### config.mk
export PLATFORM = sky130hd
export DESIGN_NAME = apb_ic_arbiter_qos_flat
export DESIGN_NICKNAME = d
export VERILOG_FILES = /design/src/rtl/apb_ic_arbiter_qos_pkg.sv /design/src/rtl/apb_ic_arbiter_qos_if.sv /design/src/rtl/apb_ic_rr_pick.sv /design/src/rtl/apb_ic_arbiter_qos.sv /design/src/flat_wrapper.sv
export SDC_FILE = /design/constraint.sdc
export NUM_CORES = 1
export LEC_CHECK = 0
export ABC_AREA = 0
export ABC_CLOCK_PERIOD_IN_PS = 3290
export CORE_MARGIN = 2
export CORE_UTILIZATION = 49
export DETAILED_ROUTE_END_ITERATION = 8
export PLACE_DENSITY = 0.83
export SLEW_MARGIN = 25
export SYNTH_ARGS = -nofsm -noshare
export SYNTH_HDL_FRONTEND = slang
export SYNTH_HIERARCHICAL = 1
export SYNTH_SLANG_ARGS = --single-unit
### constraint.sdc
create_clock -name clk -period 3.29 [get_ports clk]
set_input_delay 0.987 -clock clk [delete_from_list [all_inputs] [get_ports clk]]
set_output_delay 0.987 -clock clk [all_outputs]
set_load 0.03 [all_outputs]
### src/rtl/apb_ic_arbiter_qos_pkg.sv
// Shared definitions for the APB interconnect arbiters: mode encodings and
// an index-width helper used by the arbiter and the interconnect mux.
package apb_ic_arbiter_qos_pkg;

  localparam logic ARB_MODE_RR    = 1'b0;
  localparam logic ARB_MODE_FIXED = 1'b1;

  // $clog2 with a floor of 1 so that single-entry fields stay legal
  function automatic int unsigned clog2_min1(input int unsigned n);
    return (n <= 2) ? 1 : $clog2(n);
  endfunction

endpackage

### src/rtl/apb_ic_arbiter_qos_if.sv
// Request/grant bundle between the cluster cores' APB master ports (master)
// and the master-side arbiter (slave).
interface apb_ic_arbiter_qos_if
  import apb_ic_arbiter_qos_pkg::*;
#(
  parameter int unsigned NUM_MASTERS = 4,
  parameter int unsigned IDX_W       = clog2_min1(NUM_MASTERS)
) ();

  logic [NUM_MASTERS-1:0] reqs;
  logic                   done;
  logic                   mode;
  logic [NUM_MASTERS-1:0] grants;
  logic [IDX_W-1:0]       grant_idx;
  logic                   grant_valid;

  modport master (
    output reqs, done, mode,
    input  grants, grant_idx, grant_valid
  );

  modport slave (
    input  reqs, done, mode,
    output grants, grant_idx, grant_valid
  );

endinterface

### src/rtl/apb_ic_rr_pick.sv
// Combinational pick: rotate requests to start at start_idx (or 0 in fixed
// mode), take the lowest set bit, then rotate the result back.
module apb_ic_rr_pick
  import apb_ic_arbiter_qos_pkg::*;
#(
  parameter int unsigned N     = 4,
  parameter int unsigned IDX_W = clog2_min1(N)
) (
  input  logic [N-1:0]     reqs,
  input  logic [IDX_W-1:0] start_idx,
  input  logic             mode,
  output logic [N-1:0]     onehot,
  output logic [IDX_W-1:0] idx,
  output logic             any
);

  // Modulo-N add of two in-range indices; handles non-power-of-2 N
  function automatic logic [IDX_W-1:0] wrap_add(input logic [IDX_W-1:0] a,
                                                input logic [IDX_W-1:0] b);
    logic [IDX_W:0] s;
    s = {1'b0, a} + {1'b0, b};
    if (s >= (IDX_W+1)'(N)) s = s - (IDX_W+1)'(N);
    return s[IDX_W-1:0];
  endfunction

  logic [IDX_W-1:0] base;
  logic [IDX_W-1:0] pos;
  logic [N-1:0]     rot;
  logic             found;

  always_comb begin
    base  = (mode == ARB_MODE_FIXED) ? '0 : start_idx;
    rot   = '0;
    pos   = '0;
    found = 1'b0;
    for (int unsigned i = 0; i < N; i++) begin
      rot[i] = reqs[wrap_add(base, IDX_W'(i))];
    end
    for (int unsigned i = 0; i < N; i++) begin
      if (!found && rot[i]) begin
        pos   = IDX_W'(i);
        found = 1'b1;
      end
    end
    idx    = wrap_add(base, pos);
    onehot = {{(N-1){1'b0}}, 1'b1} << idx;
    any    = |reqs;
  end

endmodule

### src/rtl/apb_ic_arbiter_qos.sv
// APB master arbiter: round-robin with per-owner transfer quota, or fixed
// priority, selected at run time. Grants are registered and always one-hot.
module apb_ic_arbiter_qos
  import apb_ic_arbiter_qos_pkg::*;
#(
  parameter int unsigned NUM_MASTERS = 4,
  parameter int unsigned MAX_HOLD    = 2,
  parameter int unsigned IDX_W       = clog2_min1(NUM_MASTERS)
) (
  input  logic                clk,
  input  logic                reset,
  apb_ic_arbiter_qos_if.slave bus
);

  localparam int unsigned          HOLD_W    = clog2_min1(MAX_HOLD);
  localparam logic [HOLD_W-1:0]    HOLD_LAST = HOLD_W'(MAX_HOLD - 1);
  localparam logic [IDX_W-1:0]     LAST_IDX  = IDX_W'(NUM_MASTERS - 1);

  logic [NUM_MASTERS-1:0] grants_q, grants_d, pick_onehot;
  logic [IDX_W-1:0]       idx_q, idx_d, start_idx, pick_idx;
  logic [HOLD_W-1:0]      hold_q, hold_d;
  logic                   pick_any, owner_req, rearb;

  // grants_q is one-hot, so this is reqs[owner]
  assign owner_req = |(grants_q & bus.reqs);
  assign rearb     = !owner_req
                  || (bus.done && (bus.mode == ARB_MODE_FIXED || hold_q == HOLD_LAST));
  assign start_idx = (idx_q == LAST_IDX) ? '0 : idx_q + IDX_W'(1);

  apb_ic_rr_pick #(
    .N     (NUM_MASTERS),
    .IDX_W (IDX_W)
  ) u_pick (
    .reqs      (bus.reqs),
    .start_idx (start_idx),
    .mode      (bus.mode),
    .onehot    (pick_onehot),
    .idx       (pick_idx),
    .any       (pick_any)
  );

  always_comb begin
    grants_d = grants_q;
    idx_d    = idx_q;
    hold_d   = hold_q;
    if (rearb) begin
      // With no requester the grant parks on the current owner
      hold_d = '0;
      if (pick_any) begin
        grants_d = pick_onehot;
        idx_d    = pick_idx;
      end
    end else if (bus.done && hold_q != HOLD_LAST) begin
      hold_d = hold_q + HOLD_W'(1);
    end
  end

  always_ff @(posedge clk or posedge reset) begin
    if (reset) begin
      grants_q <= NUM_MASTERS'(1);
      idx_q    <= '0;
      hold_q   <= '0;
    end else begin
      grants_q <= grants_d;
      idx_q    <= idx_d;
      hold_q   <= hold_d;
    end
  end

  assign bus.grants      = grants_q;
  assign bus.grant_idx   = idx_q;
  assign bus.grant_valid = owner_req;

endmodule

### src/flat_wrapper.sv
// flat-port wrapper written by rule: the top's interface ports become plain ports
module apb_ic_arbiter_qos_flat import apb_ic_arbiter_qos_pkg::*;
#(
  parameter int unsigned NUM_MASTERS = 4,
  parameter int unsigned MAX_HOLD    = 2,
  parameter int unsigned IDX_W       = clog2_min1(NUM_MASTERS)
)
  (clk, reset, bus_reqs, bus_done, bus_mode, bus_grants, bus_grant_idx, bus_grant_valid);
  apb_ic_arbiter_qos_if #(.NUM_MASTERS(NUM_MASTERS), .IDX_W(IDX_W)) bus_i ();
  input  logic clk;
  input  logic reset;
  input wire logic [$bits(bus_i.reqs)-1:0] bus_reqs;
  input wire logic [$bits(bus_i.done)-1:0] bus_done;
  input wire logic [$bits(bus_i.mode)-1:0] bus_mode;
  output wire logic [$bits(bus_i.grants)-1:0] bus_grants;
  output wire logic [$bits(bus_i.grant_idx)-1:0] bus_grant_idx;
  output wire logic [$bits(bus_i.grant_valid)-1:0] bus_grant_valid;
  assign bus_i.reqs = bus_reqs;
  assign bus_i.done = bus_done;
  assign bus_i.mode = bus_mode;
  assign bus_grants = bus_i.grants;
  assign bus_grant_idx = bus_i.grant_idx;
  assign bus_grant_valid = bus_i.grant_valid;
  apb_ic_arbiter_qos #(.NUM_MASTERS(NUM_MASTERS), .MAX_HOLD(MAX_HOLD), .IDX_W(IDX_W)) u_core (.clk(clk), .reset(reset), .bus(bus_i));
endmodule
* Yosys cells after proc, flatten, opt, wreduce, memory -nomap -nowiden
Index checks and enable logic that the tools add are counted.
** Word-level totals
- Output and inout port bits :: 7
- Bits of input ports :: 8
- Word-level logic and storage cells :: 65
- Register bits :: 7
** Cells by class
- $lt $le $gt $ge :: 9
- Mux-type cells :: 23
- Reductions and logical operators :: 15
- Add/subtract/negate cells :: 11
- Equal/unequal tests :: 1
- Shift operators :: 1
- Bitwise logic cells :: 2
** Operators with widths (count)
- $mux W2 :: 9
- $ge A3 B3 Y1 const B :: 4
- $lt A2 B3 Y1 const B :: 4
- $mux W1 :: 10
- $sub A2 B1 Y2 const B :: 5
- $bmux W1 S2 :: 4
- $reduce_or A4 Y1 :: 2
- $add A2 B2 Y3 const B :: 2
- $logic_and A1 B1 Y1 :: 5
- $and A4 B4 Y4 :: 1
- $logic_not A1 Y1 :: 4
- $shl A1 B2 Y4 const A :: 1
- $add A2 B1 Y3 const B :: 1
- $add A2 B2 Y3 :: 1
- $ge A2 B3 Y1 const B :: 1
- $add A2 B1 Y2 const B :: 1
- $eq A2 B2 Y1 const B :: 1
- $logic_or A1 B1 Y1 :: 2
- $reduce_and A2 Y1 :: 1
- $reduce_bool A2 Y1 :: 1
- $add A1 B1 Y1 const B :: 1
- $not A1 Y1 :: 1

* Logic depth before layout (Yosys ltp)
- Word-level depth :: 21
- Depth in mapped cells :: 13
- Mapped depth without buffers :: 12

* By module
Netlist, hierarchy kept.
** By module, submodules not included
- apb_ic_arbiter_qos :: instances 1, area an instance 447.9 um^2, seq. area each 176.4 um^2, cells each 41
- apb_ic_rr_pick :: instances 1, area an instance 289.0 um^2, seq. area each 0.0 um^2, cells each 40

* Worst setup path after synthesis
Ideal clock, no wire load.
- Kind :: input to register
- Start point :: input port bus_reqs[1]
- End point :: register u_core.grants_q[2] (netlist: u_core/bus.grants[2])
- Path buffers :: 0
- Required time :: 3.210 ns
- Arrival time :: 2.509 ns
- Library setup time :: 0.080 ns
- Cell stages on the path :: 9
- Slack :: 0.701 ns
- Cells stage by stage :: clkinv_1 > a22o_1 > o311ai_1 > ha_1 > xnor2_1 > or2_2 > mux2i_1 > nand2_1 > o211ai_2
** Between the ends
- Word-level cells in the longest chain between the ends :: 16
- Elaborated cells between the ends (all ways) :: 31
- Those cells by class :: add/sub (2); order compare (1); shift (1); mux (15); bitwise (1); reduce/logical (11)
** RTL lines
- start, declared :: RTL line flat_wrapper.sv:12 : input wire logic [$bits(bus_i.reqs)-1:0] bus_reqs;
- $bmux W1 S2 :: RTL line apb_ic_rr_pick.sv:37 : rot[i] = reqs[wrap_add(base, IDX_W'(i))];
- $mux W1 (not written as such) :: RTL line apb_ic_rr_pick.sv:37
- $mux W1 :: RTL line apb_ic_rr_pick.sv:40 : if (!found && rot[i]) begin
- $logic_not A1 Y1 :: RTL line apb_ic_rr_pick.sv:40
- $logic_and A1 B1 Y1 :: RTL line apb_ic_rr_pick.sv:40
- $mux W1 :: RTL line apb_ic_rr_pick.sv:40
- $logic_not A1 Y1 :: RTL line apb_ic_rr_pick.sv:40
- $logic_and A1 B1 Y1 :: RTL line apb_ic_rr_pick.sv:40
- $mux W1 :: RTL line apb_ic_rr_pick.sv:40
- $logic_not A1 Y1 :: RTL line apb_ic_rr_pick.sv:40
- $logic_and A1 B1 Y1 :: RTL line apb_ic_rr_pick.sv:40
- $mux W2 * :: RTL line apb_ic_rr_pick.sv:40
- $add A2 B2 Y3 * :: RTL line apb_ic_rr_pick.sv:21 : s = {1'b0, a} + {1'b0, b};
- $ge A3 B3 Y1 / $sub A2 B1 Y2 (equally long branches) :: RTL line apb_ic_rr_pick.sv:22 : if (s >= (IDX_W+1)'(N)) s = s - (IDX_W+1)'(N);
- $mux W2 * :: RTL line apb_ic_rr_pick.sv:22
- $shl A1 B2 Y4 * :: RTL line apb_ic_rr_pick.sv:46 : onehot = {{(N-1){1'b0}}, 1'b1} << idx;
- named net u_core.pick_onehot[2] :: RTL line apb_ic_arbiter_qos.sv:19 : logic [NUM_MASTERS-1:0] grants_q, grants_d, pick_onehot;
- end signal, assigned :: RTL line apb_ic_arbiter_qos.sv:64 : grants_q <= grants_d;
- end, declared :: RTL line apb_ic_arbiter_qos.sv:19
Mark *: on every way through the listed nets, which the timed path passes. The rest lies on a longest branch. The select of a mux whose other input is x is not followed.
A chain may end at the register's enable or synchronous reset.

* Worst setup path after layout
- Start point :: input port bus_reqs[2]
- End point :: output port bus_grant_valid
** Between the ends
- Word-level cells in the longest chain between the ends :: 2
** RTL lines
- $and A4 B4 Y4 :: RTL line apb_ic_arbiter_qos.sv:25 : assign owner_req = |(grants_q & bus.reqs);
- $reduce_or A4 Y1 :: RTL line apb_ic_arbiter_qos.sv:25
- end, declared :: RTL line flat_wrapper.sv:17 : output wire logic [$bits(bus_i.grant_valid)-1:0] bus_grant_valid;
No other way between the ends.

==> impl_metrics.env <==
export IMPL_status="complete, no violations"
export IMPL_clk_latency_ns=0.26
export IMPL_clk_pin_slew_ns=0.05
export IMPL_critical_path_required_ns=2.30
export IMPL_layout_min_cycle_time_ns=3.26
export IMPL_drt_initial_drc_count=12
export IMPL_antenna_left=0
export IMPL_syn_num_nets=91
export IMPL_cts_setup_buffers=0
export IMPL_fin_ws_ns=0.0338
export IMPL_wl_per_cell_um=15.1
export IMPL_drive_gt1_frac=0.321
export IMPL_post_place_ws_ns=-0.191
export IMPL_r2r_start="u_core/bus.grant_idx[0]$_DFFE_PP0P_"
export IMPL_hold_path_end="u_core/hold_q$_DFFE_PP0P_"
export IMPL_worst_path_max_delay_cell="clkdlybuf4s50_1"
export IMPL_p_switching_mw=0.493
export IMPL_period_share=0.990
export IMPL_core_area_um2=1350
export IMPL_cp_end_kind="output pin"
export IMPL_rows=13
export IMPL_cts_buffer_depth=2
export IMPL_p_leak_nw=0.462
export IMPL_grt_max_degree=13
export IMPL_vias_per_cell=5.86
export IMPL_ioPinCount=15
export IMPL_n_antenna_cell=0
export IMPL_seq_power_share=0.164
export IMPL_hpwl_um=1430
export IMPL_synth_avg_cell_area_um2=9.10
export IMPL_path_max_fanout=2
export IMPL_synth_cell_type_count=36
export IMPL_synth_area_top_cells="dfrtp_1 (20%), o211ai_2 (10%), mux2i_1 (8.1%)"
export IMPL_grtUsageMet2=0.385
export IMPL_routed_wl_um=1910
export IMPL_synth_warnings=6
export IMPL_synth_edf_count=0
export IMPL_die_y_um=42.8
export IMPL_startpoint_type="input pin"
export IMPL_crit_type="in -> out"
export IMPL_synth_top_area_cell="dfrtp_1"
export IMPL_power_density_nw_per_um2=1010
export IMPL_internal_power_mw=0.564
export IMPL_hold_viol=0
export IMPL_fmax_mhz=307
export IMPL_cpPeakStageDelay_ns=0.44
export IMPL_hold_class="reg -> reg"
export IMPL_ys_ff_latch=7
export IMPL_gr_usage_met1=0.285
export IMPL_cts_tree="done"
export IMPL_io_buffers=14
export IMPL_gr_usage_met3=0.0340
export IMPL_place_gp_congestion=0.852
export IMPL_clock_power_share=0.078
export IMPL_vias=744
export IMPL_root_buffer="clkbuf_4"
export IMPL_synth_ff_type="dfrtp_1"
export IMPL_r2r_cells=10
export IMPL_grt_antenna_before_repair=0
export IMPL_grt_overflow=0
export IMPL_switching_share=0.466
export IMPL_p_comb_frac=0.758
export IMPL_maxSlewViolCount=0
export IMPL_r2r_slack_ns=0.59
export IMPL_cts_htree_levels=1
export IMPL_async_reset_ff_frac=1.00
export IMPL_worstPathArrival_ns=2.27
export IMPL_maxSlewHeadroom=0.780
export IMPL_min_path_cells=1
export IMPL_finalSetupViolCount=0
export IMPL_postSynthCellCount=81
export IMPL_gr_usage_all_layers=0.229
export IMPL_grt_pass1_vias=725
export IMPL_r2r_end="u_core/bus.grants[0]$_DFFE_PP1P_"
export IMPL_drv_cap=0
export IMPL_setup_tns_ns=0
export IMPL_fin_util=0.773
export IMPL_die_area_um2=1830
export IMPL_irDropWorstVdd_mv=0.648
export IMPL_syn_cell_area_um2=737
export IMPL_numCtsBuffers=3
export IMPL_crit_chain="clkdlybuf4s50_1 -> a22o_4 -> or2_1 -> dlygate4sd2_1"
export IMPL_hp_start="u_core/hold_q$_DFFE_PP0P_"
export IMPL_final_nets=123
export IMPL_start_util=0.546
export IMPL_fillers=102
export IMPL_synth_seq_area_share=0.239
export IMPL_worst_pin_slew_ns=0.330
export IMPL_busiest_layer="met2"
export IMPL_die_width_um=42.8
export IMPL_dr_pass1_iters=4
export IMPL_numClockSinks=7
export IMPL_grt_pass1_wl_um=3170
export IMPL_rsz0062_at_grt="no"
export IMPL_totalPowerFinal_mw=1.06
export IMPL_whs_ns=0.511
export IMPL_finalClockSkew_ns=0.00106
export IMPL_drc=0
export IMPL_synthDominantCellAreaShare=0.204
export IMPL_syn_to_final_growth_pct=41.6
## state kept, by name, indices dropped and copies added (netlist names)
name / flops
u_core/bus.grant_idx: 2
u_core/bus.grants: 4
u_core/hold_q: 1
## how the worst max path moves through the flow
stage / startpoint / to / slack (ns) / cells past startpoint
final: bus_reqs[2] / bus_grant_valid / 0.03 / 4
after detailed placement: bus_reqs[2] / bus_grant_valid / -0.19 / 4
after floorplan: bus_reqs[1] / u_core/bus.grants[2]$_DFFE_PP0P_ / 0.70 / 9
after global placement: bus_reqs[2] / bus_grant_valid / -0.21 / 4
after global routing: bus_reqs[3] / bus_grant_valid / 0.01 / 4
after CTS: bus_reqs[2] / bus_grant_valid / 0.04 / 4
## critical path, delay by kind of cell
family                 cells  cell delay [ns]
AO/OA/AOI/OAI              1             0.26
buffers and inverters      2             0.80
AND/OR/NAND/NOR            1             0.23
## stage by stage
| stage | cell area (µm²) | std cells |
|---|---|---|
| finish | 1040 | 127 |
| global route | 1040 | 127 |
| CTS | 1020 | 127 |
| detailed placement | 993 | 123 |
| global placement | 993 | 123 |
| floorplan | 737 | 81 |
## synth_stat cells, types with 2 or more instances
library cell / count
dfrtp_1: 6
ha_1: 2
mux2i_1: 6
nand2_1: 10
nand2b_1: 7
nor2_1: 5
nor2b_1: 2
o211ai_1: 6
o211ai_2: 6
o21a_1: 2
or2_1: 2
or2b_1: 2
xnor2_1: 2
## cells in the final DEF (no fill, tap or decap), types with 3 or more instances in the layout
cell,count
clkdlybuf4s50_1,12
o211ai_2,6
buf_4,15
clkbuf_4,3
nand2_1,10
o211ai_1,6
nor2_1,5
nand2b_1,7
dfrtp_1,6
mux2i_1,6
## power groups by stage
stage          registers (mW)  logic (mW)  clock network (mW)
2_1_floorplan           0.222       0.483                   0
3_3_place_gp            0.169       0.752                   0
3_5_place_dp            0.173       0.770                   0
4_1_cts                 0.173       0.771              0.0843
5_1_grt                 0.178       0.866              0.0875
6_report                0.173       0.801              0.0824
## kinds of logic (layout without fill, tap and decap cells)
| logic type | after synthesis | in the layout | share of synthesized area |
|---|---|---|---|
| adder cells (fa/ha/maj) | 2 | 2 | 0.0340 |
| flip-flops | 7 | 7 | 0.239 |
| multiplexers | 6 | 6 | 0.0815 |
| buffers and inverters | 4 | 35 | 0.0305 |
| AND/OR/NAND/NOR | 33 | 33 | 0.238 |
| AO/OA/AOI/OAI | 27 | 27 | 0.353 |
| XOR/XNOR | 2 | 2 | 0.0238 |
## per-layer routing
layer,share of wire,vias up
met5,0,-
met2,0.47,23
met3,0.045,3
met1,0.47,354
met4,0.016,0
li1,-,364
## timing repair
item,CTS,global route
hold buffers,0,0
pin swaps,0,1
resized for setup,1,5
setup endpoints to repair,1,6
## area by class of cell
class	count	area, µm²	share of cell area
clock buffers	4	26.3	0.0252
well taps	15	18.8	0.0180
multi-input cells	70	561	0.537
repair buffers	29	254	0.243
flip-flops and latches	7	176	0.169
inverters	2	7.51	0.00719
No activity file was read; power rests on OpenSTA's default activity.
